$ cat src/rtl/uart_rx_pkg.sv
// Shared constants and the effective-sample-count helper for the UART RX oversampler.
package uart_rx_pkg;

    localparam logic [1:0] SMP_1 = 2'd0;
    localparam logic [1:0] SMP_3 = 2'd1;
    localparam logic [1:0] SMP_5 = 2'd2;

    localparam int PRESCALE_MIN = 4;
    localparam int MIN_P_3      = 6;
    localparam int MIN_P_5      = 8;

    // Short bit periods cannot fit a wide vote window before the decision edge.
    function automatic logic [2:0] eff_samples(input int unsigned p, input logic [1:0] mode);
        logic [2:0] n;
        case (mode)
            SMP_1:   n = 3'd1;
            SMP_3:   n = 3'd3;
            default: n = 3'd5;
        endcase
        if (n == 3'd5 && p < MIN_P_5) n = 3'd3;
        if (n == 3'd3 && p < MIN_P_3) n = 3'd1;
        return n;
    endfunction

endpackage

$ cat src/rtl/uart_rx_edge_counter.sv
// Bit-period edge counter with shadowed prescale/mode captured at each bit boundary.
module uart_rx_edge_counter
    import uart_rx_pkg::*;
#(
    parameter int PRESCALE_W = 6
) (
    input  logic                  clk,
    input  logic                  rst,
    input  logic                  en,
    input  logic [PRESCALE_W-1:0] prescale,
    input  logic [1:0]            sample_mode,
    output logic [PRESCALE_W-1:0] edge_cnt,
    output logic [PRESCALE_W-1:0] p_shadow,
    output logic [1:0]            mode_shadow,
    output logic                  last
);

    logic [PRESCALE_W-1:0] cnt_reg, cnt_next;
    logic [PRESCALE_W-1:0] p_reg;
    logic [1:0]            mode_reg;
    logic [PRESCALE_W-1:0] prescale_clamped;
    logic [1:0]            mode_clamped;

    assign last = en && (cnt_reg == p_reg - 1'b1);

    always_comb begin
        cnt_next = '0;
        if (en && !last) cnt_next = cnt_reg + 1'b1;
    end

    assign prescale_clamped = (prescale < PRESCALE_W'(PRESCALE_MIN)) ? PRESCALE_W'(PRESCALE_MIN) : prescale;
    assign mode_clamped     = (sample_mode == 2'd3) ? SMP_5 : sample_mode;

    // The shadow follows the inputs whenever the next count is 0, so it is frozen for a whole bit.
    always_ff @(posedge clk) begin
        if (!rst) begin
            cnt_reg  <= '0;
            p_reg    <= PRESCALE_W'(PRESCALE_MIN);
            mode_reg <= SMP_1;
        end else begin
            cnt_reg <= cnt_next;
            if (cnt_next == '0) begin
                p_reg    <= prescale_clamped;
                mode_reg <= mode_clamped;
            end
        end
    end

    assign edge_cnt    = cnt_reg;
    assign p_shadow    = p_reg;
    assign mode_shadow = mode_reg;

endmodule

$ cat src/rtl/uart_rx_oversampler.sv
// UART RX data sampler: centred 1/3/5-sample majority vote with valid strobe and noise flag.
module uart_rx_oversampler
    import uart_rx_pkg::*;
#(
    parameter int PRESCALE_W = 6
) (
    input  logic                  clk,
    input  logic                  rst,
    input  logic                  RX_IN,
    input  logic [PRESCALE_W-1:0] prescale,
    input  logic [1:0]            sample_mode,
    input  logic                  data_sample_en,
    output logic [PRESCALE_W-1:0] edge_cnt,
    output logic                  sampled_bit,
    output logic                  sample_valid,
    output logic                  noise_flag
);

    logic [PRESCALE_W-1:0] p_shadow;
    logic [1:0]            mode_shadow;
    logic                  last;
    logic [2:0]            n_eff;
    logic [2:0]            half;
    logic [PRESCALE_W:0]   cnt_plus2;
    logic [4:0]            hit;
    logic                  sample_now;
    logic [2:0]            ones_reg;
    logic                  saw0_reg;
    logic                  saw1_reg;

    uart_rx_edge_counter #(
        .PRESCALE_W (PRESCALE_W)
    ) u_edge_counter (
        .clk         (clk),
        .rst         (rst),
        .en          (data_sample_en),
        .prescale    (prescale),
        .sample_mode (sample_mode),
        .edge_cnt    (edge_cnt),
        .p_shadow    (p_shadow),
        .mode_shadow (mode_shadow),
        .last        (last)
    );

    assign n_eff     = eff_samples(32'(p_shadow), mode_shadow);
    assign half      = n_eff >> 1;
    assign cnt_plus2 = {1'b0, edge_cnt} + (PRESCALE_W+1)'(2);

    // Slot gi sits at offset gi-2 from the centre; biasing both sides by 2 avoids negative positions.
    generate
        for (genvar gi = 0; gi < 5; gi++) begin : g_slot
            localparam int OFF = (gi > 2) ? (gi - 2) : (2 - gi);
            assign hit[gi] = (3'(OFF) <= half) &&
                             (cnt_plus2 == ({1'b0, p_shadow >> 1} + (PRESCALE_W+1)'(gi)));
        end
    endgenerate

    assign sample_now = data_sample_en && (|hit);

    always_ff @(posedge clk) begin
        if (!rst) begin
            ones_reg     <= '0;
            saw0_reg     <= 1'b0;
            saw1_reg     <= 1'b0;
            sampled_bit  <= 1'b1;
            sample_valid <= 1'b0;
            noise_flag   <= 1'b0;
        end else begin
            sample_valid <= 1'b0;
            if (!data_sample_en) begin
                ones_reg <= '0;
                saw0_reg <= 1'b0;
                saw1_reg <= 1'b0;
            end else if (last) begin
                sampled_bit  <= (ones_reg > half);
                sample_valid <= 1'b1;
                noise_flag   <= saw0_reg & saw1_reg;
                ones_reg     <= '0;
                saw0_reg     <= 1'b0;
                saw1_reg     <= 1'b0;
            end else if (sample_now) begin
                ones_reg <= ones_reg + {2'b00, RX_IN};
                if (RX_IN) saw1_reg <= 1'b1;
                else       saw0_reg <= 1'b1;
            end
        end
    end

endmodule

$ cat config.mk
export PLATFORM = sky130hd
export DESIGN_NAME = uart_rx_oversampler
export DESIGN_NICKNAME = d
export VERILOG_FILES = /design/src/rtl/uart_rx_pkg.sv /design/src/rtl/uart_rx_edge_counter.sv /design/src/rtl/uart_rx_oversampler.sv
export SDC_FILE = /design/constraint.sdc
export NUM_CORES = 1
export LEC_CHECK = 0
export BUFFER_PORTS_ARGS = -buffer_cell sky130_fd_sc_hd__buf_2
export CAP_MARGIN = 5
export CORE_AREA = 2 2 76 78
export CTS_CLUSTER_SIZE = 16
export DETAILED_ROUTE_END_ITERATION = 7
export DIE_AREA = 0 0 78 80
export PLACE_DENSITY = 0.49
export SETUP_SLACK_MARGIN = 0.4
export SYNTH_ARGS = -nofsm -noshare
export SYNTH_HDL_FRONTEND = slang
export SYNTH_HIERARCHICAL = 1
export SYNTH_SLANG_ARGS = --single-unit
$ cat constraint.sdc
create_clock -name clk -period 3.7 [get_ports clk]
set_clock_uncertainty 0.2 [all_clocks]
set_input_delay 0.37 -clock clk [delete_from_list [all_inputs] [get_ports clk]]
set_output_delay 0.37 -clock clk [all_outputs]
set_load 0.02 [all_outputs]
==> results.py, run 1 <==
metrics = {
    "logic_synthesis": {
        "yosys_most_used_dff": "dfxtp_1",
        "syn_inst": 225,
        "syn-num-nets": 251,
        "syn_area_um2": 1840,
        "synthArstFlopShare": 0,
        "yosys_warnings": 6,
        "synthTopCellsByArea": "dfxtp_1, ha_1, xnor2_1",
        "synth_top_cell_area_share": 0.239,
        "synth_cell_types": 46,
        "yosys_register_bits": 22,
        "synth_edf_count": 0,
        "syn_avg_cell_area_um2": 8.19,
        "seq_area_frac_synth": 0.239,
        "synth_top_area_cell": "dfxtp_1",
    },
    "sta": {
        "finalHoldViolCount": 0,
        "setup_tns_ns": 0,
        "fin_crit_ns": 3.09,
        "rsz0062_at_grt": "false",
        "setup_viol": 0,
        "worst_pin_slew_ns": 0.676,
        "whs_ns": 0.124,
        "slew-limit-headroom": 0.542,
        "fin_crit_sh": 0.836,
        "max_freq_mhz": 323,
        "final_max_slew_viol_count": 0,
    },
    "hold_path": {
        "whs_endpoint": "saw0_reg",
        "hp-start": "RX_IN",
        "min_path_cells": 2,
        "worstHoldPathType": "primary input to register",
    },
    "critical_path": {
        "cp_max_fo": 12,
        "r2r-end": "ones_reg[2]",
        "critical_path_class": "register to register",
        "rrSetupSlack_ns": 0.61,
        "critical_path_required_ns": 3.70,
        "critPathArrivalTime_ns": 3.09,
        "rr_startpoint": "u_edge_counter/edge_cnt[2]",
        "cp-end-kind": "register",
        "reg2reg_depth": 9,
        "cp-start-kind": "register",
    },
    "clock_tree": {
        "cts_buffers": 3,
        "root_buffer": "clkbuf_8",
        "worstSkewPairLatency_ns": 0.27,
        "hold_buffers": 0,
        "h-tree-depth": 1,
        "cts_sinks": 22,
        "clockBufferDepth": 2,
        "clk_pin_slew_ns": 0.08,
        "cts_tree": "built",
    },
    "global_routing": {
        "grtUsageTotal": 0.143,
        "antenna_found_initial": 0,
        "grt_pass1_wl_um": 7090,
        "grt_start_max_net_pins": 22,
        "grt_overflow": 0,
        "grt_pass1_vias": 1520,
    },
    "power": {
        "total_power_w": 0.000651,
        "power.leakage_nw": 0.886,
        "cellPowerDensity_nw_per_um2": 309,
        "peakVddDrop_uv": 169,
    },
    "place": {
        "place_congestion": 0.763,
        "io_buffer_count": 20,
        "placed_area_um2": 2030,
        "dp_hpwl_um": 3210,
    },
    "floorplanning": {
        "dieArea_um2": 6240,
        "core-area_um2": 5410,
        "start_util": 0.341,
        "fp.dieW_um": 78,
        "die_height_um": 80,
        "io_pins": 21,
        "row_count": 27,
    },
    "cells_and_area": {
        "layout.cells.most_common_list": "nand2_1, buf_2, dfxtp_1",
        "area_growth_syn_to_layout_pct": 14.5,
        "multi_input_area_um2": 1310,
        "fin_nets": 274,
        "register_area_um2": 443,
        "nFillCells": 586,
        "final_area_um2": 2110,
        "drive_gt1_frac": 0.162,
        "n_antenna_cell": 0,
        "final_common_cell": "nand2_1",
    },
    "drt": {
        "drcViolationCount": 0,
        "avgViaCountPerCell": 5.00,
        "finalWirelength_um": 4210,
        "drtPass1Iterations": 4,
        "via_count": 1595,
        "detail-route-antenna-nets": 0,
        "drt_iter0_drc": 39,
        "wl_per_cell_um": 13.2,
    },
    "run_status": {
        "status": "complete, no violations",
    },
    "job": {
        "cap_violations": 0,
    },
}
==> metrics by stage <==
stage,setup WS [ns],utilization,instances
6_report,0.607,0.390,319
5_1_grt,0.430,0.390,319
4_1_cts,0.456,0.390,319
3_5_place_dp,0.476,0.376,315
3_3_place_gp,0.583,0.376,315
2_1_floorplan,0.658,-,225
==> where the power goes <==
part           leakage [nW]  total [W]  internal, W  switching (W)
combinational         0.671   0.000153    0.0000718      0.0000809
sequential            0.179   0.000268     0.000246      0.0000214
clock                0.0357   0.000230     0.000145      0.0000855
==> how the worst max path moves through the flow <==
stage,cells after the start,end,from
after floorplan,8,ones_reg[2],u_edge_counter/edge_cnt[1]
after global placement,9,ones_reg[2],u_edge_counter/edge_cnt[2]
after detailed placement,9,ones_reg[2],u_edge_counter/edge_cnt[2]
after CTS,9,ones_reg[2],u_edge_counter/edge_cnt[2]
after global routing,9,ones_reg[2],u_edge_counter/edge_cnt[2]
final,9,ones_reg[2],u_edge_counter/edge_cnt[2]
==> logic make-up (layout without fill, tap and decap cells) <==
family,Yosys count,after routing,synth area share
compound gates,35,35,0.156
flops,22,22,0.239
buf+inv,22,44,0.0516
mux,9,9,0.0489
simple gates,90,90,0.241
fa+ha+maj,14,14,0.0951
xor+xnor,33,33,0.168
==> cell type report <==
class / instances / area share
Multi-Input combinational cell: 181 / 0.620
Sequential cell: 22 / 0.210
Timing Repair Buffer: 26 / 0.0688
Tap cell: 72 / 0.0427
Inverter: 14 / 0.0249
Clock buffer: 3 / 0.0196
Clock inverter: 1 / 0.0142
==> per-layer routing <==
| layer | vias up | global-route usage | wire [um] |
|---|---|---|---|
| met2 | 23 | 0.250 | 2040 |
| met3 | 7 | 0.0158 | 105 |
| met4 | 0 | 0.0544 | 72 |
| li1 | 825 | - | - |
| met1 | 740 | 0.180 | 1990 |
| met5 | - | 0 | 0 |
==> synthesized netlist by cell type, types with 2 or more instances <==
| cell type | n |
|---|---|
| nor4b_1 | 2 |
| ha_1 | 14 |
| a2111oi_2 | 2 |
| and3b_1 | 2 |
| mux2i_1 | 9 |
| buf_2 | 3 |
| clkbuf_1 | 3 |
| o21ai_0 | 8 |
| dfxtp_1 | 22 |
| o31ai_1 | 2 |
| nand3_1 | 12 |
| nor2_1 | 16 |
| a211oi_1 | 2 |
| nand3b_1 | 2 |
| inv_1 | 14 |
| nand2_1 | 31 |
| or3_1 | 3 |
| o32ai_1 | 2 |
| nand2b_1 | 2 |
| nor3_1 | 8 |
| and3_1 | 3 |
| xor2_1 | 12 |
| nor2b_1 | 2 |
| a21oi_1 | 9 |
| xnor2_1 | 19 |
==> worst max-delay path: stages (launching register included) <==
cell and delay (ns):
dfxtp_2 0.45, ha_1 0.35, xor2_2 0.19, or3_2 0.44
a221o_1 0.36, a2111oi_4 0.31, a2111oi_2 0.06, buf_4 0.18
or3_1 0.31, a21oi_1 0.16
==> what timing repair did <==
action / CTS / global route
setup endpoints to repair: 0 / 1
gates resized for setup: 0 / 2
buffers inserted: 0 / 0
(Power assumes the default switching activity.)
==> inputs of run 2 (changes only) <==
==> constraint.sdc (replaced) <==
create_clock -name clk -period 3.1 [get_ports clk]
set_clock_uncertainty 0.2 [all_clocks]
set_input_delay 0.31 -clock clk [delete_from_list [all_inputs] [get_ports clk]]
set_output_delay 0.31 -clock clk [all_outputs]
set_load 0.02 [all_outputs]
==> run 2 against run 1 <==
Compared with the run above: global-route usage increased by 0.48 points; power increased by 18%; fmax increased by 15%; non-clock buffer count increased by 11; flip-flop and latch count unchanged; hold slack got worse by 0.064 ns; critical path depth decreased by 1; sequential power increased by 15%; routed wire length increased by 5.7%; highest routed layer unchanged.
==> results.py, run 2 (same netlist as run 1, synthesis figures left out) <==
metrics = {
    "critical_path": {
        "crit_start": "u_edge_counter/edge_cnt[1]",
        "reg2reg_depth": 8,
        "cp_cell_sequence": "ha_4 > xor2_4 > or3_4 > a221o_1 > a2111oi_4 > a2111oi_4 > or3_1 > a21oi_1",
        "cp_top_family": "compound AO/OA/AOI/OAI gates",
        "rrSetupSlack_ns": 0.41,
        "cp_common_cell": "a2111oi_4",
        "critical_path_required_ns": 3.10,
        "critPathSlowestCell": "a2111oi_4",
        "r2r-end": "ones_reg[2]",
        "cp-start-kind": "register",
        "cp_slowest_stage_delay_ns": 0.41,
        "cp.buffers_inverters": 0,
        "cp-end-kind": "register",
        "rr_startpoint": "u_edge_counter/edge_cnt[1]",
        "critical_path_class": "register to register",
        "cp_max_fo": 5,
        "critPathArrivalTime_ns": 2.69,
    },
    "global_routing": {
        "grtUsageTotal": 0.148,
        "grt_pass1_vias": 1518,
        "grt_start_max_net_pins": 22,
        "grt_pass1_wl_um": 7310,
        "grt_overflow": 0,
        "antenna_found_initial": 0,
    },
    "drt": {
        "drtPass1Iterations": 4,
        "detail-route-antenna-nets": 0,
        "drcViolationCount": 0,
        "finalWirelength_um": 4450,
        "avgViaCountPerCell": 4.94,
        "via_count": 1630,
        "wl_per_cell_um": 13.5,
        "drt_iter0_drc": 52,
    },
    "cells_and_area": {
        "area_growth_syn_to_layout_pct": 24.3,
        "register_area_um2": 455,
        "drive_gt1_frac": 0.252,
        "nFillCells": 591,
        "fin_nets": 285,
        "fin_util": 0.424,
        "n_antenna_cell": 0,
        "final_common_cell": "nand2_1",
        "layout.cells.most_common_list": "nand2_1, buf_2, xnor2_1",
        "multi_input_area_um2": 1390,
    },
    "hold_path": {
        "min_path_cells": 2,
        "hp-start": "RX_IN",
        "whs_endpoint": "saw0_reg",
        "worstHoldPathType": "primary input to register",
    },
    "place": {
        "place_congestion": 0.810,
        "io_buffer_count": 20,
        "dp_hpwl_um": 3440,
    },
    "run_status": {
        "status": "complete, no violations",
    },
    "sta": {
        "slew-limit-headroom": 0.568,
        "rsz0062_at_grt": "true",
        "final_max_slew_viol_count": 0,
        "finalHoldViolCount": 0,
        "setup_tns_ns": 0,
        "fin_crit_sh": 0.866,
        "whs_ns": 0.0601,
        "fin_crit_ns": 2.69,
        "worst_pin_slew_ns": 0.647,
        "max_freq_mhz": 372,
        "setup_viol": 0,
    },
    "floorplanning": {
        "start_util": 0.341,
        "row_count": 27,
        "core-area_um2": 5410,
        "fp.dieW_um": 78,
        "dieArea_um2": 6240,
        "io_pins": 21,
        "die_height_um": 80,
    },
    "clock_tree": {
        "root_buffer": "clkbuf_8",
        "cts_sinks": 22,
        "clockBufferDepth": 2,
        "cts_buffers": 3,
        "worstSkewPairLatency_ns": 0.27,
        "cts_tree": "built",
        "h-tree-depth": 1,
        "clk_pin_slew_ns": 0.09,
    },
    "power": {
        "cellPowerDensity_nw_per_um2": 335,
        "peakVddDrop_uv": 237,
        "total_power_w": 0.000768,
        "power.leakage_nw": 0.953,
    },
    "job": {
        "cap_violations": 0,
    },
}
[run 2: what timing repair did]
item                                    4_1_cts  5_1_grt
buffers inserted                              2        3
endpoints found under the setup margin        5        7
hold buffers                                  0        0
pin swaps                                     1        9
resized for setup                             1       16
[run 2: per-stage QoR]
step | setup slack [ns] | cell area [um^2] | cells
2_1_floorplan | 0.407 | 1860 | 225
4_1_cts | 0.402 | 2190 | 327
3_3_place_gp | 0.385 | 2100 | 321
3_5_place_dp | 0.376 | 2100 | 321
5_1_grt | 0.334 | 2290 | 330
6_report | 0.414 | 2290 | 330
[run 2: worst register-to-register path, delay by kind of cell (launching register included)]
| family | cells | cell delay [ns] |
|---|---|---|
| AND/OR/NAND/NOR | 2 | 0.70 |
| adder cells (fa/ha/maj) | 1 | 0.19 |
| XOR/XNOR | 1 | 0.20 |
| flip-flops | 1 | 0.37 |
| AO/OA/AOI/OAI | 4 | 0.98 |
[run 2: area by class of cell]
cell class	instances	area share
Clock buffer	4	0.0290
Inverter	14	0.0230
Timing Repair Buffer	37	0.101
Tap cell	72	0.0393
Sequential cell	22	0.199
Multi-Input combinational cell	181	0.609
[run 2: how the worst max path moves through the flow]
stage | to | slack, ns | cells past startpoint
finish | ones_reg[2] | 0.41 | 8
global route | ones_reg[2] | 0.33 | 8
CTS | ones_reg[2] | 0.40 | 8
detailed placement | ones_reg[2] | 0.38 | 8
global placement | ones_reg[2] | 0.38 | 8
floorplan | ones_reg[2] | 0.41 | 8
[run 2: report_power, final]
part           total, W  switching, W  internal (W)  leakage (nW)
Sequential     0.000308     0.0000151      0.000293         0.182
Combinational  0.000216      0.000117     0.0000995         0.737
Clock          0.000244      0.000103      0.000140        0.0339
Total          0.000768      0.000235      0.000532         0.953
[run 2: layer usage]
layer,up-vias,track usage,part of all wire
met3,2,0.0147,0.016
met1,758,0.193,0.48
met5,-,0,0
met4,0,0.0474,0.0067
li1,851,-,-
met2,19,0.256,0.49
==> inputs of run 3 (changes only) <==
--- a/config.mk
+++ b/config.mk
@@ -8,9 +8,10 @@
 export BUFFER_PORTS_ARGS = -buffer_cell sky130_fd_sc_hd__buf_2
 export CAP_MARGIN = 5
 export CORE_AREA = 2 2 76 78
-export CTS_CLUSTER_SIZE = 16
+export CTS_CLUSTER_SIZE = 10
 export DETAILED_ROUTE_END_ITERATION = 7
 export DIE_AREA = 0 0 78 80
+export MAX_ROUTING_LAYER = met4
 export PLACE_DENSITY = 0.49
 export SETUP_SLACK_MARGIN = 0.4
 export SYNTH_ARGS = -nofsm -noshare
==> run 3 against run 2 <==
Compared with the run above: highest routed layer unchanged; hold slack lost 0.0019 ns; critical endpoint unchanged; worst setup slack gained 0.0038 ns; global-route usage grew 0.37 points; via count down 0.67%.
==> results.py, run 3 (same netlist as run 1, synthesis figures left out) <==
metrics = {
    "floorplanning": {
        "fp.dieW_um": 78,
        "core-area_um2": 5410,
        "start_util": 0.341,
        "dieArea_um2": 6240,
        "die_height_um": 80,
        "row_count": 27,
        "io_pins": 21,
    },
    "critical_path": {
        "critical_path_required_ns": 3.11,
        "critPathSlowestCell": "a2111oi_4",
        "cp-end-kind": "register",
        "cp-start-kind": "register",
        "cp_slowest_stage_delay_ns": 0.41,
        "cp_cell_sequence": "ha_4 > xor2_4 > or3_4 > a221o_1 > a2111oi_4 > a2111oi_4 > or3_1 > a21oi_1",
        "cp_common_cell": "a2111oi_4",
        "cp_max_fo": 5,
        "critical_path_class": "register to register",
        "critPathArrivalTime_ns": 2.69,
    },
    "clock_tree": {
        "clockBufferDepth": 2,
        "root_buffer": "clkbuf_8",
        "clk_pin_slew_ns": 0.09,
        "cts_tree": "built",
        "cts_buffers": 3,
        "h-tree-depth": 1,
        "worstSkewPairLatency_ns": 0.27,
        "cts_sinks": 22,
        "hold_buffers": 0,
    },
    "cells_and_area": {
        "register_area_um2": 455,
        "fin_nets": 285,
        "n_antenna_cell": 0,
        "layout.cells.most_common_list": "nand2_1, buf_2, xnor2_1",
        "drive_gt1_frac": 0.252,
        "final_area_um2": 2290,
        "multi_input_area_um2": 1390,
        "fin_util": 0.424,
        "area_growth_syn_to_layout_pct": 24.3,
        "nFillCells": 591,
        "final_common_cell": "nand2_1",
    },
    "sta": {
        "setup_tns_ns": 0,
        "max_freq_mhz": 373,
        "fin_crit_ns": 2.68,
        "finalHoldViolCount": 0,
        "setup_viol": 0,
        "fin_crit_sh": 0.865,
        "rsz0062_at_grt": "true",
        "slew-limit-headroom": 0.570,
        "final_max_slew_viol_count": 0,
        "worst_pin_slew_ns": 0.644,
    },
    "power": {
        "clockPowerShare": 0.318,
        "power.leakage_nw": 0.953,
        "cellPowerDensity_nw_per_um2": 336,
        "peakVddDrop_uv": 239,
        "p_seq_frac": 0.400,
        "p_switching_w": 0.000237,
        "total_power_w": 0.000769,
        "sw_frac_of_total": 0.308,
        "pwr-share-comb": 0.281,
        "cellInternalPower_w": 0.000532,
    },
    "drt": {
        "finalWirelength_um": 4450,
        "drcViolationCount": 0,
        "detail-route-antenna-nets": 0,
        "drtPass1Iterations": 4,
        "wl_per_cell_um": 13.5,
        "avgViaCountPerCell": 4.91,
        "drt_iter0_drc": 53,
        "via_count": 1619,
    },
    "hold_path": {
        "worstHoldPathType": "primary input to register",
    },
    "global_routing": {
        "grt_overflow": 0,
        "grtUsageTotal": 0.151,
        "grt_pass1_wl_um": 7310,
        "grt_start_max_net_pins": 22,
        "grt_pass1_vias": 1512,
        "antenna_found_initial": 0,
    },
    "place": {
        "dp_hpwl_um": 3440,
        "io_buffer_count": 20,
        "place_congestion": 0.822,
        "placed_area_um2": 2100,
    },
    "job": {
        "cap_violations": 0,
    },
    "run_status": {
        "status": "complete, no violations",
    },
}
-- run 3: cell counts in the layout (fill, tap and decap cells not counted) --
No cell type changed its count.
-- run 3: metal layers --
layer / routed length [um] / part of all wire / GRT usage
met1: 2180 / 0.49 / 0.193
met2: 2190 / 0.49 / 0.255
met3: 56 / 0.013 / 0.0136
met4: 30 / 0.0067 / 0.0474
met5: 0 / 0 / -
-- run 3: worst max-delay path: cells and delay by family, from the launching register on --
kind	cells	cell delay (ns)
and+or+nand+nor	2	0.70
xor gates and xnor gates	1	0.20
adders and majority gates	1	0.19
DFF	1	0.37
AOI/OAI and AO/OA	4	0.98
-- run 3: power groups by stage --
stage                     registers, W  logic, W  clock network (W)
after detailed placement      0.000317  0.000205                  0
after global placement        0.000316  0.000205                  0
after CTS                     0.000307  0.000209           0.000249
after global routing          0.000310  0.000239           0.000260
final                         0.000308  0.000216           0.000245
after floorplan               0.000319  0.000139                  0
-- run 3: worst paths after layout --
| check | to | cells past startpoint | startpoint | slack (ns) |
|---|---|---|---|---|
| setup / recovery | ones_reg[2] | 8 | u_edge_counter/edge_cnt[1] | 0.42 |
| hold / removal | saw0_reg | 2 | RX_IN | 0.06 |
| setup reg to reg | ones_reg[2] | 8 | u_edge_counter/edge_cnt[1] | 0.42 |
| hold reg to reg | saw0_reg | 2 | saw0_reg | 0.26 |
-- run 3: per-stage QoR --
step / hold slack, ns / worst slack, ns / std cells
finish: 0.0582 / 0.418 / 330
global route: 0.0666 / 0.332 / 330
CTS: 0.0582 / 0.402 / 327
detailed placement: 0.247 / 0.376 / 321
global placement: 0.240 / 0.385 / 321
floorplan: 0.186 / 0.407 / 225
-- run 3: area by class of cell --
cell class	instances	share of cell area
tap	72	0.0393
inverter	14	0.0230
clock buffer	4	0.0290
multi-input combinational	181	0.609
sequential	22	0.199
timing repair buffer	37	0.101
-- run 3: what timing repair did --
action                                  in CTS  in global routing
gates cloned                                 0                  0
endpoints found under the setup margin       5                  7
pin swaps                                    1                  9
resized for setup                            1                 16
buffers inserted                             2                  3
